<file path="src/rtl/axil_cmd_master_if.sv">
// ---------------------------------------------------------------------------
// axil_cmd_master_if
// AXI4-Lite bus bundle used between the command master and a slave.
//   aw*  : write address channel      w* : write data channel
//   b*   : write response channel     ar*: read address channel
//   r*   : read data channel
// Modports: master (drives valids / bready / rready), slave (the opposite).
// ---------------------------------------------------------------------------
interface axil_cmd_master_if #(
   parameter int DATA_WIDTH = 32,
   parameter int ADDR_WIDTH = 16
) ();
   localparam int STRB_WIDTH = DATA_WIDTH / 8;

   logic [ADDR_WIDTH-1:0] awaddr;
   logic [2:0]            awprot;
   logic                  awvalid;
   logic                  awready;
   logic [DATA_WIDTH-1:0] wdata;
   logic [STRB_WIDTH-1:0] wstrb;
   logic                  wvalid;
   logic                  wready;
   logic [1:0]            bresp;
   logic                  bvalid;
   logic                  bready;
   logic [ADDR_WIDTH-1:0] araddr;
   logic [2:0]            arprot;
   logic                  arvalid;
   logic                  arready;
   logic [DATA_WIDTH-1:0] rdata;
   logic [1:0]            rresp;
   logic                  rvalid;
   logic                  rready;

   modport master (
      output awaddr, awprot, awvalid, wdata, wstrb, wvalid, bready,
             araddr, arprot, arvalid, rready,
      input  awready, wready, bresp, bvalid, arready, rdata, rresp, rvalid
   );

   modport slave (
      input  awaddr, awprot, awvalid, wdata, wstrb, wvalid, bready,
             araddr, arprot, arvalid, rready,
      output awready, wready, bresp, bvalid, arready, rdata, rresp, rvalid
   );
endinterface

</file>
<file path="src/rtl/axil_cmd_master.sv">
// ---------------------------------------------------------------------------
// axil_cmd_master
// Turns a simple command stream (one command = one single-beat read or write)
// into AXI4-Lite transactions and returns the B/R response on a response
// stream. One transaction outstanding at a time.
// Ports:
//   clk, rst                 clock (rising edge), async active-high reset
//   i_cmd_addr/data/strb     command payload (data/strb only used for writes)
//   i_cmd_write              1 = write, 0 = read
//   i_cmd_valid/o_cmd_ready  command handshake
//   o_rsp_data/resp/write    response payload (data is 0 for writes)
//   o_rsp_valid/i_rsp_ready  response handshake
//   o_busy                   high whenever the FSM is not idle
//   m_axil                   AXI4-Lite master bus
// Every output is either a register or a decode of registered state, so there
// is no combinational path from any input to any output.
// ---------------------------------------------------------------------------
module axil_cmd_master #(
   parameter int         DATA_WIDTH = 32,
   parameter int         ADDR_WIDTH = 16,
   parameter int         STRB_WIDTH = DATA_WIDTH / 8,
   parameter logic [2:0] PROT       = 3'b000
) (
   input  logic                  clk,
   input  logic                  rst,
   input  logic [ADDR_WIDTH-1:0] i_cmd_addr,
   input  logic [DATA_WIDTH-1:0] i_cmd_data,
   input  logic [STRB_WIDTH-1:0] i_cmd_strb,
   input  logic                  i_cmd_write,
   input  logic                  i_cmd_valid,
   output logic                  o_cmd_ready,
   output logic [DATA_WIDTH-1:0] o_rsp_data,
   output logic [1:0]            o_rsp_resp,
   output logic                  o_rsp_write,
   output logic                  o_rsp_valid,
   input  logic                  i_rsp_ready,
   output logic                  o_busy,
   axil_cmd_master_if.master     m_axil
);

   typedef enum logic [2:0] {
      IDLE,
      WR_ADDR_DATA,
      WR_RESP,
      RD_ADDR,
      RD_DATA,
      RSP
   } state_t;

   state_t                r_state;
   state_t                w_state_next;
   logic [ADDR_WIDTH-1:0] r_addr;
   logic [DATA_WIDTH-1:0] r_data;
   logic [STRB_WIDTH-1:0] r_strb;
   logic                  r_aw_done;
   logic                  r_w_done;
   logic [DATA_WIDTH-1:0] r_rsp_data;
   logic [1:0]            r_rsp_resp;
   logic                  r_rsp_write;

   logic w_cmd_fire;
   logic w_awvalid;
   logic w_wvalid;
   logic w_aw_fire;
   logic w_w_fire;

   // Each write channel's valid stays up only until its own handshake; the
   // done flags remember which half has completed.
   assign w_cmd_fire = (r_state == IDLE) && i_cmd_valid;
   assign w_awvalid  = (r_state == WR_ADDR_DATA) && !r_aw_done;
   assign w_wvalid   = (r_state == WR_ADDR_DATA) && !r_w_done;
   assign w_aw_fire  = w_awvalid && m_axil.awready;
   assign w_w_fire   = w_wvalid && m_axil.wready;

   // Next-state logic
   always_comb begin
      w_state_next = r_state;
      case (r_state)
         IDLE: begin
            if (i_cmd_valid) begin
               w_state_next = i_cmd_write ? WR_ADDR_DATA : RD_ADDR;
            end
         end
         WR_ADDR_DATA: begin
            if ((r_aw_done || w_aw_fire) && (r_w_done || w_w_fire)) begin
               w_state_next = WR_RESP;
            end
         end
         WR_RESP: begin
            if (m_axil.bvalid) begin
               w_state_next = RSP;
            end
         end
         RD_ADDR: begin
            if (m_axil.arready) begin
               w_state_next = RD_DATA;
            end
         end
         RD_DATA: begin
            if (m_axil.rvalid) begin
               w_state_next = RSP;
            end
         end
         RSP: begin
            if (i_rsp_ready) begin
               w_state_next = IDLE;
            end
         end
         default: w_state_next = IDLE;
      endcase
   end

   // State register and datapath
   always_ff @(posedge clk or posedge rst) begin
      if (rst) begin
         r_state     <= IDLE;
         r_addr      <= '0;
         r_data      <= '0;
         r_strb      <= '0;
         r_aw_done   <= 1'b0;
         r_w_done    <= 1'b0;
         r_rsp_data  <= '0;
         r_rsp_resp  <= 2'b00;
         r_rsp_write <= 1'b0;
      end else begin
         r_state <= w_state_next;

         if (w_cmd_fire) begin
            r_addr    <= i_cmd_addr;
            r_data    <= i_cmd_data;
            r_strb    <= i_cmd_strb;
            r_aw_done <= 1'b0;
            r_w_done  <= 1'b0;
         end

         if (w_aw_fire) begin
            r_aw_done <= 1'b1;
         end
         if (w_w_fire) begin
            r_w_done <= 1'b1;
         end

         if ((r_state == WR_RESP) && m_axil.bvalid) begin
            r_rsp_data  <= '0;
            r_rsp_resp  <= m_axil.bresp;
            r_rsp_write <= 1'b1;
         end

         if ((r_state == RD_DATA) && m_axil.rvalid) begin
            r_rsp_data  <= m_axil.rdata;
            r_rsp_resp  <= m_axil.rresp;
            r_rsp_write <= 1'b0;
         end
      end
   end

   // Outputs decoded from registered state
   assign o_cmd_ready = (r_state == IDLE);
   assign o_busy      = (r_state != IDLE);
   assign o_rsp_valid = (r_state == RSP);
   assign o_rsp_data  = r_rsp_data;
   assign o_rsp_resp  = r_rsp_resp;
   assign o_rsp_write = r_rsp_write;

   assign m_axil.awaddr  = r_addr;
   assign m_axil.awprot  = PROT;
   assign m_axil.awvalid = w_awvalid;
   assign m_axil.wdata   = r_data;
   assign m_axil.wstrb   = r_strb;
   assign m_axil.wvalid  = w_wvalid;
   // Only entered once both AW and W have handshaken.
   assign m_axil.bready  = (r_state == WR_RESP);
   assign m_axil.araddr  = r_addr;
   assign m_axil.arprot  = PROT;
   assign m_axil.arvalid = (r_state == RD_ADDR);
   assign m_axil.rready  = (r_state == RD_DATA);

endmodule

</file>
<file path="src/flat_wrapper.sv">
// flat-port wrapper written by rule: the top's interface ports become plain ports
module axil_cmd_master_flat 
#(
   parameter int         DATA_WIDTH = 32,
   parameter int         ADDR_WIDTH = 16,
   parameter int         STRB_WIDTH = DATA_WIDTH / 8,
   parameter logic [2:0] PROT       = 3'b000
)
  (clk, rst, i_cmd_addr, i_cmd_data, i_cmd_strb, i_cmd_write, i_cmd_valid, o_cmd_ready, o_rsp_data, o_rsp_resp, o_rsp_write, o_rsp_valid, i_rsp_ready, o_busy, m_axil_awaddr, m_axil_awprot, m_axil_awvalid, m_axil_wdata, m_axil_wstrb, m_axil_wvalid, m_axil_bready, m_axil_araddr, m_axil_arprot, m_axil_arvalid, m_axil_rready, m_axil_awready, m_axil_wready, m_axil_bresp, m_axil_bvalid, m_axil_arready, m_axil_rdata, m_axil_rresp, m_axil_rvalid);
  axil_cmd_master_if #(.DATA_WIDTH(DATA_WIDTH), .ADDR_WIDTH(ADDR_WIDTH)) m_axil_i ();
  input  logic clk;
  input  logic rst;
  input  logic [ADDR_WIDTH-1:0] i_cmd_addr;
  input  logic [DATA_WIDTH-1:0] i_cmd_data;
  input  logic [STRB_WIDTH-1:0] i_cmd_strb;
  input  logic i_cmd_write;
  input  logic i_cmd_valid;
  output logic o_cmd_ready;
  output logic [DATA_WIDTH-1:0] o_rsp_data;
  output logic [1:0] o_rsp_resp;
  output logic o_rsp_write;
  output logic o_rsp_valid;
  input  logic i_rsp_ready;
  output logic o_busy;
  output wire logic [$bits(m_axil_i.awaddr)-1:0] m_axil_awaddr;
  output wire logic [$bits(m_axil_i.awprot)-1:0] m_axil_awprot;
  output wire logic [$bits(m_axil_i.awvalid)-1:0] m_axil_awvalid;
  output wire logic [$bits(m_axil_i.wdata)-1:0] m_axil_wdata;
  output wire logic [$bits(m_axil_i.wstrb)-1:0] m_axil_wstrb;
  output wire logic [$bits(m_axil_i.wvalid)-1:0] m_axil_wvalid;
  output wire logic [$bits(m_axil_i.bready)-1:0] m_axil_bready;
  output wire logic [$bits(m_axil_i.araddr)-1:0] m_axil_araddr;
  output wire logic [$bits(m_axil_i.arprot)-1:0] m_axil_arprot;
  output wire logic [$bits(m_axil_i.arvalid)-1:0] m_axil_arvalid;
  output wire logic [$bits(m_axil_i.rready)-1:0] m_axil_rready;
  input wire logic [$bits(m_axil_i.awready)-1:0] m_axil_awready;
  input wire logic [$bits(m_axil_i.wready)-1:0] m_axil_wready;
  input wire logic [$bits(m_axil_i.bresp)-1:0] m_axil_bresp;
  input wire logic [$bits(m_axil_i.bvalid)-1:0] m_axil_bvalid;
  input wire logic [$bits(m_axil_i.arready)-1:0] m_axil_arready;
  input wire logic [$bits(m_axil_i.rdata)-1:0] m_axil_rdata;
  input wire logic [$bits(m_axil_i.rresp)-1:0] m_axil_rresp;
  input wire logic [$bits(m_axil_i.rvalid)-1:0] m_axil_rvalid;
  assign m_axil_awaddr = m_axil_i.awaddr;
  assign m_axil_awprot = m_axil_i.awprot;
  assign m_axil_awvalid = m_axil_i.awvalid;
  assign m_axil_wdata = m_axil_i.wdata;
  assign m_axil_wstrb = m_axil_i.wstrb;
  assign m_axil_wvalid = m_axil_i.wvalid;
  assign m_axil_bready = m_axil_i.bready;
  assign m_axil_araddr = m_axil_i.araddr;
  assign m_axil_arprot = m_axil_i.arprot;
  assign m_axil_arvalid = m_axil_i.arvalid;
  assign m_axil_rready = m_axil_i.rready;
  assign m_axil_i.awready = m_axil_awready;
  assign m_axil_i.wready = m_axil_wready;
  assign m_axil_i.bresp = m_axil_bresp;
  assign m_axil_i.bvalid = m_axil_bvalid;
  assign m_axil_i.arready = m_axil_arready;
  assign m_axil_i.rdata = m_axil_rdata;
  assign m_axil_i.rresp = m_axil_rresp;
  assign m_axil_i.rvalid = m_axil_rvalid;
  axil_cmd_master #(.DATA_WIDTH(DATA_WIDTH), .ADDR_WIDTH(ADDR_WIDTH), .STRB_WIDTH(STRB_WIDTH), .PROT(PROT)) u_core (.clk(clk), .rst(rst), .i_cmd_addr(i_cmd_addr), .i_cmd_data(i_cmd_data), .i_cmd_strb(i_cmd_strb), .i_cmd_write(i_cmd_write), .i_cmd_valid(i_cmd_valid), .o_cmd_ready(o_cmd_ready), .o_rsp_data(o_rsp_data), .o_rsp_resp(o_rsp_resp), .o_rsp_write(o_rsp_write), .o_rsp_valid(o_rsp_valid), .i_rsp_ready(i_rsp_ready), .o_busy(o_busy), .m_axil(m_axil_i));
endmodule
</file>
<file path="config.mk">
export PLATFORM = sky130hd
export DESIGN_NAME = axil_cmd_master_flat
export DESIGN_NICKNAME = d
export VERILOG_FILES = /design/src/rtl/axil_cmd_master_if.sv /design/src/rtl/axil_cmd_master.sv /design/src/flat_wrapper.sv
export SDC_FILE = /design/constraint.sdc
export NUM_CORES = 1
export LEC_CHECK = 0
export ABC_AREA = 1
export BUFFER_PORTS_ARGS = -buffer_cell sky130_fd_sc_hd__buf_2
export CAP_MARGIN = 20
export CORE_UTILIZATION = 46
export DETAILED_ROUTE_END_ITERATION = 12
export PLACE_DENSITY = 0.91
export RECOVER_POWER = 50
export SKIP_CTS_REPAIR_TIMING = 1
export SLEW_MARGIN = 20
export SYNTH_ARGS = -nofsm -noshare
export SYNTH_HDL_FRONTEND = slang
export SYNTH_SLANG_ARGS = --single-unit
</file>
<file path="constraint.sdc">
create_clock -name clk -period 6.1 [get_ports clk]
set_input_delay 0.305 -clock clk [delete_from_list [all_inputs] [get_ports clk]]
set_output_delay 0.305 -clock clk [all_outputs]
set_load 0.1 [all_outputs]
</file>
==> summary.md, run 1 <==
| Metric | Value |
|---|---|
| Final hold slack | 0.142 ns |
| Crit path arrival time | 2.63 ns |
| Grt total ovfl | 0 |
| WP data required | 5.89 ns |
| Drt first pass iters | 4 |
| Post-synthesis xor/xnor area fraction | 0% |
| Worst Max-Slew Pin Slew | 3.89 ns |
| Clock skew | 0.0138 ns |
| Chip Height | 96.3 um |
| R2r endpoint | u_core.r_aw_done$_DFFE_PP0P_ |
| Worst Reg2Reg Path Length in Cells | 6 |
| Netlist Area Pre-Place | 4090 um2 |
| Initial Util | 47.1% |
| RePlAce Congestion | 0.817 |
| Worst Setup EP | u_core.m_axil.wdata[3]$_DFFE_PP0P_ |
| Violated checks | capacitance limit, slew limit |
| Antenna violations before repair | 0 |
| Synthesized area per cell | 8.93 um2 |
| Final setup viols | 0 |
| Worst hold path depth | 3 |
| ANT nets after route | 0 |
| Final Cycle Share | 46.5% |
| TritonCTS clock tree | built |
| Mean routed wirelength per cell | 12.4 um |
| Status | complete, but fails checks |
| Final nets | 739 |
| Worst skew pair latency | 0.35 ns |
| Area added between synthesis and finish | 23.3% |
| Post-synth EDFFs | 0 |
| Main combinational cell family by area after synthesis | simple AND/OR/NAND/NOR gates |
| R2r setup slk | 4.00 ns |
| Post-Route WL | 9380 um |
| Global-route wire length before repair | 13,400 um |
| Share of the synthesized area in the top cell type | 56.3% |
| DR vias/cell | 4.64 |
| Min Tclk post-route | 2.84 ns |
| Die area | 9270 um2 |
| Min-Delay Path Class | in -> reg |
| Clock sink count | 92 |
| First DRT Iteration DRCs | 111 |
| Critical path, cell by cell | buf_2, clkinvlp_2 |
| Post-synth top area cell | dfrtp_1 |
| Post-Synthesis Cells | 458 |
| Buffers on Ports | 208 |
| CP peak stage delay | 2.17 ns |
| Worst Path Buf+Inv | 2 |
| Mux contribution to synthesized area | 0% |
| Synth area leaders | dfrtp_1 56%, nand2_1 22%, nand2_2 4.7% |
| Share of synthesized registers carrying an async set or reset | 100% |
| Crit path launch | rst |
| Layout cell share with drive strength beyond 1 | 32.8% |
| CTS buffer count | 9 |
| Startpoint types | input port |
| Sequential area share after synthesis | 56.3% |
| Count of cell types in the netlist | 23 |
| Worst path depth | 2 |
| Die width | 96.3 um |
| Io pins | 215 |
| Post-Synth Adder-Cell Area | 0% |
| Kind of critical path | in -> async |
| Hold Path Origin | i_cmd_addr[1] |
| Diode count | 0 |
| Detailed Place HPWL | 6740 um |
| Synth Flop Type | dfrtp_1 |
| Slew Viols, Final | 93 |
| Synth warn | 0 |
| CTS max path bufs | 2 |
| Worst-path maximum fanout | 92 |
| CP max-delay cell | clkinvlp_2 |
| RSZ-0062 raised after global routing | no |
| Crit-path leading delay family | buffers and inverters |
| Tot GR Track Use | 19.2% |
| Htree depth | 3 |
| Via count | 3,495 |
| Core Area | 8680 um2 |
| Reg-to-Reg Start | u_core.r_state[1]$_DFFE_PP0P_ |
| Worst Setup End Kind | asynchronous set/reset pin |
| Hold Vio Cnt, Final | 0 |
| Rel. slew slack | -161% |
| Clock Pin Slew Worst Setup and Hold Paths | 0.10 ns |
| Root buffer cell | clkbuf_8 |
| Setup tns final | 0 ns |
| Fillers | 802 |
| Peak Freq | 353 MHz |
| # rows | 34 |
| Seq cells post-synth | 92 |
| Largest net degree at the start of global routing | 93 |
| Number of global-route vias before repair | 2,984 |
| Complex-gate fraction of the synthesized area | 1.22% |
| # Max-Cap Violations | 1 |
| Simple-Gate Fraction of Synth Area | 31.8% |
| Drc violations | 0 |
==> worst min path at each step <==
stage	slack, ns	end
detailed placement	0.46	u_core.o_rsp_data[31]$_DFFE_PP0P_
finish	0.14	u_core.m_axil.araddr[1]$_DFFE_PP0P_
global route	0.12	u_core.m_axil.wdata[0]$_DFFE_PP0P_
CTS	0.12	u_core.m_axil.wdata[10]$_DFFE_PP0P_
global placement	0.45	u_core.o_rsp_data[30]$_DFFE_PP0P_
floorplan	0.41	u_core.m_axil.araddr[0]$_DFFE_PP0P_
==> cell usage in the layout, fill, tap and decap left out, types with 2 or more instances in the layout <==
cell type / synthesis / routed
nor3_1: 3 / 3
clkbuf_8: 0 / 10
buf_2: 7 / 153
nand2_4: 3 / 3
nand4_1: 3 / 3
conb_1: 1 / 6
inv_1: 14 / 13
nor2_1: 8 / 8
nor2_8: 4 / 4
clkinvlp_4: 0 / 2
inv_2: 3 / 3
nand2_2: 31 / 31
dfrtp_1: 92 / 92
clkbuf_1: 1 / 56
o21ai_0: 5 / 5
nand3_1: 9 / 9
a21oi_1: 2 / 2
nand2_1: 235 / 235
clkinv_4: 0 / 2
==> sequential cells by signal, summed over array words and instances, names as in the netlist <==
register / cells
u_core.m_axil.wstrb: 4
u_core.r_w_done: 1
u_core.o_rsp_resp: 2
u_core.r_state: 3
u_core.o_rsp_write: 1
u_core.m_axil.araddr: 16
u_core.m_axil.wdata: 32
u_core.o_rsp_data: 32
u_core.r_aw_done: 1
==> cells in the mapped netlist, types with 4 or more instances <==
library cell / n
inv_1: 14
buf_4: 22
nor2_1: 8
nand3_1: 9
buf_2: 7
nand2_2: 31
buf_6: 8
o21ai_0: 5
dfrtp_1: 92
nor2_8: 4
nand2_1: 235
==> metrics by stage <==
step / instances / util (%) / cell area [um2] / worst slack [ns]
floorplan: 463 / - / 4110 / 3.18
global placement: 738 / 56.8 / 4930 / 4.07
detailed placement: 738 / 56.8 / 4930 / 4.00
CTS: 754 / 58.9 / 5110 / 3.89
global route: 754 / 58.1 / 5040 / 2.58
finish: 754 / 58.1 / 5040 / 3.26
==> cell families after synthesis <==
logic type	Yosys count
flip-flops	92
AND/OR/NAND/NOR	296
AO/OA/AOI/OAI	9
other	1
buffers and inverters	60
==> worst reg2reg max path, cell delays in order, from the launching register on <==
cell     delay, ns
dfrtp_1       0.56
nor2_8        0.20
inv_2         0.08
nor2_8        0.10
nand2_4       0.32
inv_4         0.53
o22ai_1       0.16
==> metal layers <==
metal	track usage, %	up-vias	share of wire (%)
met3	5.13	15	8.0
li1	-	1719	-
met4	7.97	0	1.5
met1	23.0	1604	41
met5	0	-	0
met2	32.5	157	49
==> final cells by class <==
class | instances | area, um2 | share of cell area (%)
Clock buffer | 11 | 141 | 2.80
Multi-Input combinational cell | 311 | 1370 | 27.2
Tap cell | 108 | 135 | 2.68
Sequential cell | 92 | 2300 | 45.7
Timing Repair Buffer | 208 | 972 | 19.3
Clock inverter | 5 | 37.5 | 0.744
Inverter | 19 | 82.6 | 1.64
Power of run 1 is left out: the tool's default activity adds up to more than one toggle a clock period on the data nets, which glitch-free logic cannot reach.
==> run 2, diff against run 1 <==
--- a/config.mk
+++ b/config.mk
@@ -5,12 +5,12 @@
 export SDC_FILE = /design/constraint.sdc
 export NUM_CORES = 1
 export LEC_CHECK = 0
-export ABC_AREA = 1
+export ABC_AREA = 0
 export BUFFER_PORTS_ARGS = -buffer_cell sky130_fd_sc_hd__buf_2
 export CAP_MARGIN = 20
-export CORE_UTILIZATION = 46
+export CORE_UTILIZATION = 44
 export DETAILED_ROUTE_END_ITERATION = 12
-export PLACE_DENSITY = 0.91
+export PLACE_DENSITY = 0.9
 export RECOVER_POWER = 50
 export SKIP_CTS_REPAIR_TIMING = 1
 export SLEW_MARGIN = 20
==> constraint.sdc (replaced) <==
create_clock -name clk -period 2.7 [get_ports clk]
set_input_delay 0.135 -clock clk [delete_from_list [all_inputs] [get_ports clk]]
set_output_delay 0.135 -clock clk [all_outputs]
set_load 0.1 [all_outputs]
==> summary.md, run 2 <==
| Metric | Value |
|---|---|
| Share of synthesized registers carrying an async set or reset | 100% |
| Post-synth top cells | 159 x nand2_1, 92 x dfrtp_1, 34 x a22o_1 |
| Count of cell types in the netlist | 33 |
| Clock skew | 0.0110 ns |
| Share of the synthesized area in the top cell type | 61.0% |
| Io pins | 215 |
| Worst skew pair latency | 0.35 ns |
| Antenna violations before repair | 0 |
| Util after Layout | 66.0% |
| Post-synth EDFFs | 0 |
| CTS buffer count | 9 |
| Worst Setup End Kind | primary output |
| CP max-delay cell | dfrtp_1 |
| Drt first pass iters | 4 |
| Synth warn | 0 |
| Root buffer cell | clkbuf_8 |
| Violated checks | hold timing, capacitance limit, slew limit |
| Die area | 8950 um2 |
| Count leader, synth | nand2_1 |
| Commonest non-fill, non-tap cells in the layout | 158 x nand2_1, 153 x buf_2, 92 x dfrtp_1 |
| First DRT Iteration DRCs | 131 |
| Status | complete, but fails checks |
| Tot GR Track Use | 20.2% |
| Synth Flop Type | dfrtp_1 |
| # rows | 33 |
| Area added between synthesis and finish | 44.3% |
| Via count | 3,539 |
| Worst Path Buf+Inv | 1 |
| WP data required | 2.57 ns |
| Sequential area share after synthesis | 61.0% |
| Diode count | 0 |
| Fillers | 676 |
| Mux contribution to synthesized area | 1.82% |
| Reg-to-Reg Start | u_core.r_state[2]$_DFFE_PP0P_ |
| Htree depth | 3 |
| Initial Util | 45.7% |
| Main combinational cell family by area after synthesis | simple AND/OR/NAND/NOR gates |
| Worst-path maximum fanout | 10 |
| Synth area leaders | dfrtp_1 61%, nand2_1 16%, a22o_1 7.9% |
| Hold EP | u_core.m_axil.wdata[9]$_DFFE_PP0P_ |
| Chip Height | 94.6 um |
| Crit path arrival time | 1.87 ns |
| CTS max path bufs | 2 |
| Startpoint types | register |
| Final Cycle Share | 74.4% |
| Commonest non-fill, non-tap cell in the layout | nand2_1 |
| Layout cell share with drive strength beyond 1 | 30.3% |
| Simple-Gate Fraction of Synth Area | 20.1% |
| Post-Synthesis Cells | 368 |
| RSZ-0062 raised after global routing | no |
| Hold Path Origin | i_cmd_data[9] |
| Number of global-route vias before repair | 2,994 |
| Detailed Place HPWL | 6830 um |
| Global-route wire length before repair | 13,800 um |
| Worst Reg2Reg Path Length in Cells | 5 |
| Post-synthesis xor/xnor area fraction | 0% |
| Final setup viols | 0 |
| R2r endpoint | u_core.o_rsp_resp[1]$_DFFE_PP0P_ |
| Post-Route WL | 10,500 um |
| Min-Delay Path Class | in -> reg |
| CP peak stage delay | 0.51 ns |
| Min Tclk post-route | 2.01 ns |
| Grt total ovfl | 0 |
| Rel. slew slack | -11.8% |
| Largest net degree at the start of global routing | 49 |
| R2r setup slk | 0.80 ns |
| Post-synth top area cell | dfrtp_1 |
| Slew Viols, Final | 45 |
| Crit-path leading delay family | simple AND/OR/NAND/NOR gates |
| Worst Max-Slew Pin Slew | 1.68 ns |
| Clock Pin Slew Worst Setup and Hold Paths | 0.09 ns |
| TritonCTS clock tree | built |
| Hold Vio Cnt, Final | 5 |
| Die width | 94.6 um |
| Peak Freq | 498 MHz |
| Clock sink count | 92 |
| Netlist Area Pre-Place | 3770 um2 |
| DR vias/cell | 4.92 |
| Grt met1 use | 23.4% |
| GRT met2 Usage | 35.9% |
| Post-Synth Adder-Cell Area | 0% |
| GRT Max-Usage Layer | met2 |
| # Max-Cap Violations | 1 |
| Core Area | 8260 um2 |
| Worst hold path depth | 3 |
| Kind of critical path | reg -> out |
| Complex-gate fraction of the synthesized area | 9.55% |
| Drc violations | 0 |
| ANT nets after route | 0 |
| Synthesized area per cell | 10.3 um2 |
| RePlAce Congestion | 0.763 |
| Critical path, cell by cell | or2_2, nor2_1, buf_2 |
| Final Instance Area | 5450 um2 |
| Final nets | 707 |
| Mean routed wirelength per cell | 14.6 um |
| Buffers on Ports | 208 |
| Seq cells post-synth | 92 |
| Met3 Track Usage GR | 5.64% |
| Final hold slack | -0.0255 ns |
| Area after DPL | 4770 um2 |
-- run 2: how the worst max path moves through the flow --
| stage | start | to | cells past startpoint | slack [ns] |
|---|---|---|---|---|
| floorplan | u_core.r_state[1]$_DFFE_PP0P_ | u_core.r_aw_done$_DFFE_PP0P_ | 3 | -0.44 |
| global placement | u_core.r_state[2]$_DFFE_PP0P_ | u_core.o_rsp_resp[1]$_DFFE_PP0P_ | 5 | 0.86 |
| detailed placement | u_core.r_state[2]$_DFFE_PP0P_ | u_core.o_rsp_resp[1]$_DFFE_PP0P_ | 5 | 0.82 |
| CTS | u_core.r_state[0]$_DFFE_PP0P_ | m_axil_rready | 3 | 0.68 |
| global route | rst | u_core.m_axil.araddr[4]$_DFFE_PP0P_ | 3 | 0.46 |
| finish | u_core.r_state[0]$_DFFE_PP0P_ | m_axil_rready | 3 | 0.69 |
-- run 2: worst register-to-register path: stages (launching register included) --
cell and delay (ns):
dfrtp_1 0.59, and2b_1 0.26, a2bb2oi_1 0.14, or2_1 0.11, buf_4 0.32, mux2_1 0.37
-- run 2: final cells by class --
| cell class | instances | area, um2 | share of cell area (%) |
|---|---|---|---|
| inverters | 4 | 15.0 | 0.276 |
| multi-input cells | 235 | 1210 | 22.3 |
| clock buffers | 11 | 151 | 2.78 |
| flip-flops and latches | 92 | 2300 | 42.3 |
| repair buffers | 267 | 1580 | 28.9 |
| well taps | 105 | 131 | 2.41 |
| clock inverters | 5 | 58.8 | 1.08 |
-- run 2: routing by layer --
metal  up-vias  part of all wire [%]
met2       164                    53
met1      1703                    38
li1       1647                     -
met4         0                   2.8
met3        25                   6.4
met5         -                     0
-- run 2: cells by family after synthesis --
family / Yosys count
buffers and inverters: 46
multiplexers: 6
AO/OA/AOI/OAI: 41
flip-flops: 92
AND/OR/NAND/NOR: 182
other: 1
-- run 2: metrics by stage --
stage / TNS [ns] / worst slack, ns / cells / hold WS (ns)
floorplan: -2.95 / -0.444 / 373 / 0.240
global placement: 0 / 0.861 / 649 / 0.278
detailed placement: 0 / 0.820 / 649 / 0.292
CTS: 0 / 0.676 / 665 / -0.0925
global route: 0 / 0.458 / 719 / 0.0000704
finish: 0 / 0.692 / 719 / -0.0255
Power of run 2 is left out for the same reason.
==> run 3, diff against run 2 <==
==> constraint.sdc (replaced) <==
create_clock -name clk -period 2 [get_ports clk]
set_input_delay 0.1 -clock clk [delete_from_list [all_inputs] [get_ports clk]]
set_output_delay 0.1 -clock clk [all_outputs]
set_load 0.1 [all_outputs]
==> summary.md, run 3 (synthesized netlist as in run 2, its figures left out) <==
| Metric | Value |
|---|---|
| Final Cycle Share | 94.5% |
| Worst-path maximum fanout | 8 |
| Initial Util | 45.7% |
| CTS buffer count | 9 |
| WP data required | 1.90 ns |
| RePlAce Congestion | 0.791 |
| Drc violations | 0 |
| Antenna violations before repair | 0 |
| Fillers | 578 |
| Htree depth | 3 |
| Rel. slew slack | 19.8% |
| Number of global-route vias before repair | 2,915 |
| Clock skew | 0.0117 ns |
| Tot GR Track Use | 19.1% |
| Clock Pin Slew Worst Setup and Hold Paths | 0.08 ns |
| Multi-input gate area | 1260 um2 |
| TritonCTS clock tree | built |
| Root buffer cell | clkbuf_8 |
| Final setup viols | 0 |
| Commonest non-fill, non-tap cells in the layout | 158 x nand2_1, 152 x buf_2, 92 x dfrtp_1 |
| ANT nets after route | 0 |
| # Max-Cap Violations | 0 |
| RSZ-0062 raised after global routing | no |
| Hold Vio Cnt, Final | 0 |
| Final hold slack | 0.0161 ns |
| Final nets | 742 |
| Die area | 8950 um2 |
| Status | complete, no violations |
| Diode count | 0 |
| Buffers on Ports | 208 |
| Layout cell share with drive strength beyond 1 | 29.9% |
| Chip Height | 94.6 um |
| Slew Viols, Final | 0 |
| Sequential standard cell area | 2300 um2 |
| Peak Freq | 529 MHz |
| Startpoint types | register |
| Kind of critical path | reg -> out |
| Worst skew pair latency | 0.35 ns |
| Via count | 3,677 |
| Clock sink count | 92 |
| Largest net degree at the start of global routing | 93 |
| Post-Route WL | 11,800 um |
| # rows | 33 |
| Min Tclk post-route | 1.89 ns |
| Die width | 94.6 um |
| First DRT Iteration DRCs | 115 |
| Worst Max-Slew Pin Slew | 1.20 ns |
| Worst Setup End Kind | primary output |
| Global-route wire length before repair | 13,000 um |
| Drt first pass iters | 4 |
| Detailed Place HPWL | 6450 um |
| CTS max path bufs | 2 |
| Min-Delay Path Class | in -> reg |
| Core Area | 8260 um2 |
| Crit path arrival time | 1.79 ns |
| Mean routed wirelength per cell | 15.7 um |
| Io pins | 215 |
| Area added between synthesis and finish | 54.7% |
| Grt total ovfl | 0 |
| DR vias/cell | 4.88 |
| Util after Layout | 70.7% |
| Commonest non-fill, non-tap cell in the layout | nand2_1 |
-- run 3: cell count changes in the layout (fill, tap and decap cells not counted), sizes merged --
cell         previous run  this run
dlygate4sd3            54        87
clkbuf                 66        69
clkinv                  1         3
inv                     5         3
clkinvlp                2         1
-- run 3: final cells by class --
class	instances	share of cell area (%)
flip-flops and latches	92	39.4
clock buffers	12	2.83
repair buffers	302	32.7
clock inverters	4	0.964
multi-input cells	235	21.6
inverters	4	0.321
well taps	105	2.25
-- run 3: final timing paths --
check / start / end / slack [ns] / cells past startpoint
min in group asynchronous: rst / u_core.m_axil.wdata[19]$_DFFE_PP0P_ / 0.76 / 4
hold / removal: m_axil_rdata[30] / u_core.o_rsp_data[30]$_DFFE_PP0P_ / 0.02 / 2
setup / recovery: u_core.r_state[1]$_DFFE_PP0P_ / m_axil_rready / 0.11 / 3
max in group asynchronous: rst / u_core.m_axil.wdata[7]$_DFFE_PP0P_ / 0.50 / 4
setup reg to reg: u_core.r_state[1]$_DFFE_PP0P_ / u_core.r_state[0]$_DFFE_PP0P_ / 0.23 / 4
hold reg to reg: u_core.m_axil.wdata[14]$_DFFE_PP0P_ / u_core.m_axil.wdata[14]$_DFFE_PP0P_ / 0.48 / 2
-- run 3: routing by layer --
metal,routed length [um],vias up,GRT usage [%]
met5,0,-,0
met4,253,0,8.08
met3,956,26,5.72
met2,6210,195,32.2
met1,4400,1736,22.5
li1,-,1720,-
-- run 3: worst max-delay path, stage by stage (launching register included) --
cell and delay [ns]:
dfrtp_1 0.48, or2_2 0.40, nor2_2 0.12, buf_2 0.45
-- run 3: metrics by stage --
step / worst slack (ns) / area [um2] / setup TNS, ns / std cells
after global placement: 0.331 / 4830 / 0 / 651
after detailed placement: 0.223 / 4830 / 0 / 651
final: 0.110 / 5840 / 0 / 754
after global routing: 0.0264 / 5840 / 0 / 754
after floorplan: -0.231 / 3930 / -3.59 / 373
after CTS: 0.0808 / 5050 / 0 / 667
Power of run 3 is left out for the same reason.
